`config.mk`:
```
export PLATFORM = sky130hd
export DESIGN_NAME = alu_divider
export DESIGN_NICKNAME = d
export VERILOG_FILES = /design/src/rtl/alu_divider.sv
export SDC_FILE = /design/constraint.sdc
export NUM_CORES = 1
export LEC_CHECK = 0
export ABC_AREA = 1
export BUFFER_PORTS_ARGS = -buffer_cell sky130_fd_sc_hd__buf_4
export CORE_UTILIZATION = 40
export CTS_CLUSTER_SIZE = 25
export DETAILED_ROUTE_END_ITERATION = 12
export GPL_TIMING_DRIVEN = 0
export PLACE_DENSITY_LB_ADDON = 0.25
export REMOVE_ABC_BUFFERS = 1
export SYNTH_ARGS = -nofsm -noshare
export SYNTH_HDL_FRONTEND = slang
export SYNTH_SLANG_ARGS = --single-unit
```
`constraint.sdc`:
```
create_clock -name clk -period 2.7 [get_ports clk]
set_input_delay 0.81 -clock clk [delete_from_list [all_inputs] [get_ports clk]]
set_output_delay 0.81 -clock clk [all_outputs]
set_load 0.01 [all_outputs]
```
`src/rtl/alu_divider.sv`:
```
// Multi-cycle radix-2 restoring divide/modulo unit beside the execute-stage ALU.
// Works on operand magnitudes, then fixes signs and selects quotient or remainder.
module alu_divider (
    input  logic        clk,
    input  logic        reset,
    input  logic [31:0] a,
    input  logic [31:0] b,
    input  logic [1:0]  opcode,
    input  logic        start,
    input  logic        flush,
    output logic [31:0] y,
    output logic        busy,
    output logic        done
);

    typedef enum logic [1:0] {
        IDLE = 2'd0,
        CALC = 2'd1,
        FIX  = 2'd2,
        DONE = 2'd3
    } state_t;

    state_t      state_q, state_d;
    logic [31:0] rem_q, rem_d;
    logic [31:0] quot_q, quot_d;
    logic [31:0] divisor_q, divisor_d;
    logic [31:0] origA_q, origA_d;
    logic [5:0]  iterCnt_q, iterCnt_d;
    logic        negQuot_q, negQuot_d;
    logic        negRem_q, negRem_d;
    logic        divZero_q, divZero_d;
    logic        isMod_q, isMod_d;
    logic [31:0] y_q, y_d;
    logic        busy_q, busy_d;
    logic        done_q, done_d;

    logic        accept;
    logic        opSigned;
    logic [31:0] magA, magB;
    logic [32:0] shifted, diff;
    logic [31:0] quotRes, remRes;

    // Opcode bit 0 selects unsigned, bit 1 selects remainder.
    assign opSigned = ~opcode[0];
    assign magA     = (opSigned && a[31]) ? (~a + 32'd1) : a;
    assign magB     = (opSigned && b[31]) ? (~b + 32'd1) : b;
    assign accept   = start && ((state_q == IDLE) || (state_q == DONE));

    // Remainder stays below the divisor, so the shifted value fits in 33 bits.
    assign shifted  = {rem_q, quot_q[31]};
    assign diff     = shifted - {1'b0, divisor_q};

    always_comb begin
        quotRes = negQuot_q ? (~quot_q + 32'd1) : quot_q;
        remRes  = negRem_q  ? (~rem_q + 32'd1)  : rem_q;
        if (divZero_q) begin
            quotRes = 32'hFFFF_FFFF;
            remRes  = origA_q;
        end
    end

    always_comb begin
        state_d   = state_q;
        rem_d     = rem_q;
        quot_d    = quot_q;
        divisor_d = divisor_q;
        origA_d   = origA_q;
        iterCnt_d = iterCnt_q;
        negQuot_d = negQuot_q;
        negRem_d  = negRem_q;
        divZero_d = divZero_q;
        isMod_d   = isMod_q;
        y_d       = y_q;

        case (state_q)
            IDLE, DONE: begin
                state_d = IDLE;
                if (accept) begin
                    state_d   = CALC;
                    rem_d     = 32'd0;
                    quot_d    = magA;
                    divisor_d = magB;
                    origA_d   = a;
                    iterCnt_d = 6'd0;
                    negQuot_d = opSigned & (a[31] ^ b[31]);
                    negRem_d  = opSigned & a[31];
                    divZero_d = (b == 32'd0);
                    isMod_d   = opcode[1];
                end
            end
            CALC: begin
                if (!diff[32]) begin
                    rem_d  = diff[31:0];
                    quot_d = {quot_q[30:0], 1'b1};
                end else begin
                    rem_d  = shifted[31:0];
                    quot_d = {quot_q[30:0], 1'b0};
                end
                iterCnt_d = iterCnt_q + 6'd1;
                if (iterCnt_q == 6'd31) begin
                    state_d = FIX;
                end
            end
            FIX: begin
                y_d     = isMod_q ? remRes : quotRes;
                state_d = DONE;
            end
            default: state_d = IDLE;
        endcase

        // A flush abandons the operation and drops any same-cycle start.
        if (flush) begin
            state_d = IDLE;
            y_d     = y_q;
        end

        busy_d = (state_d == CALC) || (state_d == FIX);
        done_d = (state_d == DONE);
    end

    always_ff @(posedge clk) begin
        if (reset) begin
            state_q   <= IDLE;
            rem_q     <= 32'd0;
            quot_q    <= 32'd0;
            divisor_q <= 32'd0;
            origA_q   <= 32'd0;
            iterCnt_q <= 6'd0;
            negQuot_q <= 1'b0;
            negRem_q  <= 1'b0;
            divZero_q <= 1'b0;
            isMod_q   <= 1'b0;
            y_q       <= 32'd0;
            busy_q    <= 1'b0;
            done_q    <= 1'b0;
        end else begin
            state_q   <= state_d;
            rem_q     <= rem_d;
            quot_q    <= quot_d;
            divisor_q <= divisor_d;
            origA_q   <= origA_d;
            iterCnt_q <= iterCnt_d;
            negQuot_q <= negQuot_d;
            negRem_q  <= negRem_d;
            divZero_q <= divZero_d;
            isMod_q   <= isMod_d;
            y_q       <= y_d;
            busy_q    <= busy_d;
            done_q    <= done_d;
        end
    end

    assign y    = y_q;
    assign busy = busy_q;
    assign done = done_q;

endmodule

```
==> results <==
- The min-delay analysis places its worst path in the category flop to flop.
- In this run, synthesis produced a sequential element count of 174.
- After detailed placement, the total cell area comes to 14600 sq um.
- The weighted congestion at the end of routability-driven global placement is 0.956.
- The setup slack of the worst register-to-register path is 120 ps.
- The count of pins over their slew limit is 0.
- Along the worst path, the maximum fanout reaches 64.
- Yosys mapped a number of flops with a built-in enable equal to 0.
- The share of synthesized area in the top cell type comes to 0.256.
- The startpoint of the lowest-slack register-to-register path is state_q[0]$_SDFF_PP0_.
- The endpoint type of the worst setup path is a flop.
- The number of nets in the final layout is 2512.
- The cell sitting at the root of the clock tree is a clkbuf_16.
- The overall power of the completed layout is 6.85 mW.
- The routed design could run at a clock period as short as 2580 ps.
- The total wire length after detailed routing is 46800 microns.
- The clock transition time at the flip-flop clock pins of the worst setup and hold paths is 80 ps.
- The clock net in this run drives a total of 174 sinks.
- Once layout is done, the placed cells without fillers occupy 15700 sq um.
- STA puts the critical path data arrival time at 2950 ps.
- Clock tree synthesis inserted a total of 17 buffers.
- The sequential cell area in the final layout is 3490 sq um.
- The Yosys step of the flow raised 0 warnings.
- The number of levels in the clock H-tree is 4.
- At the pin with the least slew margin, the transition time is 1040 ps.
- The wire length per cell after detailed routing is 16.4 microns.
- The total area of multi-input combinational cells is 8620 sq um.
- The capture instance of the worst register-to-register path is quot_q[30]$_SDFFE_PP0P_.
- The netlist uses 48 different library cells.
- Clock latency on the worst-skew pair, taken at its later pin, is 470 ps.
- The count of unresolved DRC violations after routing is 0.
- The run finished with clean final reports.
- The routed via count divided by cell count is 5.37.
- Counting buffers and inverters, the worst setup path is 12 cells deep.
- The leading area contributor after synthesis is dfxtp_1.
- The region available for standard cell placement spans 33400 sq um.
- The critical path in this run is classified as flop to flop.
- Walking the worst path, the cells encountered are inv_1, ha_2, nand2_8, clkinv_16, a21oi_4, buf_12, buf_4, nor2_4, buf_12, a221oi_1, nand2_1, inv_1.
- The count of cells in the finished layout, fillers not included, comes to 2862.
- The detail route stage leaves a number of antenna-violating nets equal to 0.
- The cell count after synthesis came out at 2344.
- The count of pins on the block boundary is 104.
- The final-layout fill cell count is 3639.
- The count of placed standard cells including taps is 2803.
- The per-instance average area after synthesis is 5.80 sq um.
- The origin of the worst setup path is state_q[0]$_SDFF_PP0_.
- Between clock sinks in the finished design, the worst skew comes to 10.2 ps.
- The placement row count is 67.
- During placement, the flow inserted port buffers numbering 103.
- The post-synthesis instance area is 13600 sq um.
- The initial antenna violation count came to 0.
- The die is 186 microns wide.
- The initial standard-cell utilization of the core is 0.406.
- TritonCTS built the clock tree.
- The library cell contributing the largest single delay on the critical path is ha_2.
- The die covers 34700 sq um.
- The largest net degree at the start of global routing is 84.
- The total track usage is 0.262.
- The biggest cell delay along the critical path is 540 ps.
- The maximum clock rate is 0.388 GHz.
- For this run, the leading register cell type out of synthesis is dfxtp_1.
- The max-cap violation count is 0.
- By count the netlist is led by nand2_1, inv_1, a21oi_1, nor2_1, nand3_1.
- The data required time at the worst endpoint is 3070 ps.
- The number of global-route vias before repair came to 13700.
- The half-perimeter wire length of the detailed placement result is 33100 microns.
- The floorplan step set the die height to 186 microns.
- The number of vias after detailed routing is 15400.
- The area growth from synthesis to layout is 15.5%.
- By area the synthesized netlist is led by dfxtp_1, nand2_1, inv_1.
- The count of endpoints failing setup in the final report is 0.
- The repair_antennas step left the layout with diodes totalling 0.
- The number of buffers added to fix hold violations after cts is 0.
- The worst setup path endpoint is quot_q[30]$_SDFFE_PP0P_.
- In the finished design, the share of the clock period the worst path needs comes to 0.955.
- The share of flip-flops with an asynchronous set or reset after synthesis is 0.
- On the critical path the largest part of the delay comes from buffers and inverters.
- The count of routing violations after the opening detailed-route iteration is 1612.
- The fraction of layout instances using a drive strength above 1 is 0.0899.
- Measured against its own limit, the worst slew margin works out to 0.306.
- In this run the deepest clock path goes through 2 buffers.
- The sort of element at the start of the critical path is a flop.
- By instance count, the leading cell after synthesis is nand2_1.
- The remaining global-route overflow is 0.
- The sum of buffers and inverters on the critical path is 6.
- VDD sags by at most 0.000455 V.
- Dividing total power by cell area gives a power density of 437 nW/um^2.
- The wire length of the first global-routing pass is 72200 microns.
- The final-layout worst hold slack is 456 ps.
- The static leakage is 7.82 nW.
- The final count of hold timing violations is 0.
- Setup repair after global routing left no endpoint under its margin.
- Of the synthesized area, sequential elements account for 0.256.
- After routing, the total negative slack on setup checks comes to 0 ps.
- For the worst flop-to-flop path, the logic depth is 12.
- For this run, the detailed router's first-pass iteration total came to 5.
## metal layers
metal,track usage,vias up,wire [microns]
li1,-,7696,-
met1,0.360,7124,21700
met2,0.414,483,20800
met3,0.0472,57,3250
met4,0.0772,0,1040
met5,0,-,0
## worst register-to-register path, cell delays in order, from the launching register on
cell,delay [ps]
dfxtp_1,370
inv_1,60
ha_2,540
nand2_8,250
clkinv_16,250
a21oi_4,70
buf_12,160
buf_4,140
nor2_4,130
buf_12,210
a221oi_1,150
nand2_1,120
inv_1,40
## cell type report
cell class              instances  share of cell area
clock buffers                  17              0.0271
clock inverters                15              0.0108
inverters                     362              0.0892
multi-input cells            1720               0.550
flip-flops and latches        174               0.222
well taps                     448              0.0357
repair buffers                122              0.0636
repair inverters                4             0.00144
## power by group
part / leakage [nW] / total (mW) / switching (mW) / internal (mW)
combinational: 6.11 / 1.46 / 0.976 / 0.487
clock: 0.288 / 2.59 / 1.27 / 1.32
sequential: 1.43 / 2.79 / 0.106 / 2.69
total: 7.82 / 6.85 / 2.35 / 4.50
## state kept, by name, summed over array words and instances, names as in the netlist
| name | cells |
|---|---|
| busy | 1 |
| divZero_q | 1 |
| divisor_q | 32 |
| done | 1 |
| isMod_q | 1 |
| iterCnt_q | 6 |
| negQuot_q | 1 |
| negRem_q | 1 |
| origA_q | 32 |
| quot_q | 32 |
| rem_q | 32 |
| state_q | 2 |
| y | 32 |
## cell families after synthesis
family,count (synthesis),share of synthesized area
and+or+nand+nor,1145,0.357
AOI/OAI and AO/OA,477,0.187
buffers and inverters,459,0.131
DFF,174,0.256
xor gates and xnor gates,48,0.0309
adders and majority gates,41,0.0383
## stage by stage
| step | setup WS, ps | util |
|---|---|---|
| global route | 3.95 | 0.469 |
| floorplan | -4370 | - |
| global placement | -9690 | 0.434 |
| finish | 121 | 0.469 |
| detailed placement | -1330 | 0.438 |
| CTS | -0.535 | 0.462 |
## worst min path at each step
| stage | startpoint | end | slack (ps) | depth (start not counted) |
|---|---|---|---|---|
| after floorplan | origA_q[6]$_SDFFE_PP0P_ | origA_q[6]$_SDFFE_PP0P_ | 430 | 2 |
| after global placement | origA_q[31]$_SDFFE_PP0P_ | origA_q[31]$_SDFFE_PP0P_ | 440 | 2 |
| after detailed placement | origA_q[6]$_SDFFE_PP0P_ | origA_q[6]$_SDFFE_PP0P_ | 450 | 2 |
| after CTS | origA_q[6]$_SDFFE_PP0P_ | origA_q[6]$_SDFFE_PP0P_ | 460 | 2 |
| after global routing | origA_q[31]$_SDFFE_PP0P_ | origA_q[31]$_SDFFE_PP0P_ | 470 | 2 |
| final | origA_q[6]$_SDFFE_PP0P_ | origA_q[6]$_SDFFE_PP0P_ | 460 | 2 |
## timing repair
item                                    in CTS  in global routing
setup buffers                                6                  8
hold endpoints to repair                     0                  0
pin swaps                                    3                  7
resized for setup                           24                 20
gates cloned                                 7                  6
endpoints found under the setup margin     109                 54
## cell usage in the layout, fill, tap and decap left out, types with 3 or more instances in the layout
cell          n
and2_1        8
and3_1        3
clkinvlp_2    3
nand2_4       8
o21ai_1       9
nand4_1      35
inv_8         5
a221oi_1      6
xor2_1       27
inv_6         5
nor3_2        4
nor2_2        4
dfxtp_2       3
nand2_8       9
o21bai_1      4
ha_2          3
inv_2         8
nor4_1        4
clkbuf_16    17
inv_1       349
xnor2_1      21
nand3b_1     11
nor2_1      221
a31oi_1       4
dfxtp_1     170
o211ai_1     19
clkinvlp_4    7
nor3_1       25
o21ai_0     176
ha_1         37
o221ai_1      9
buf_4       116
a21oi_1     235
buf_12        5
nand2_1     596
nand3_1     214
No activity file was read; power rests on OpenSTA's default activity.
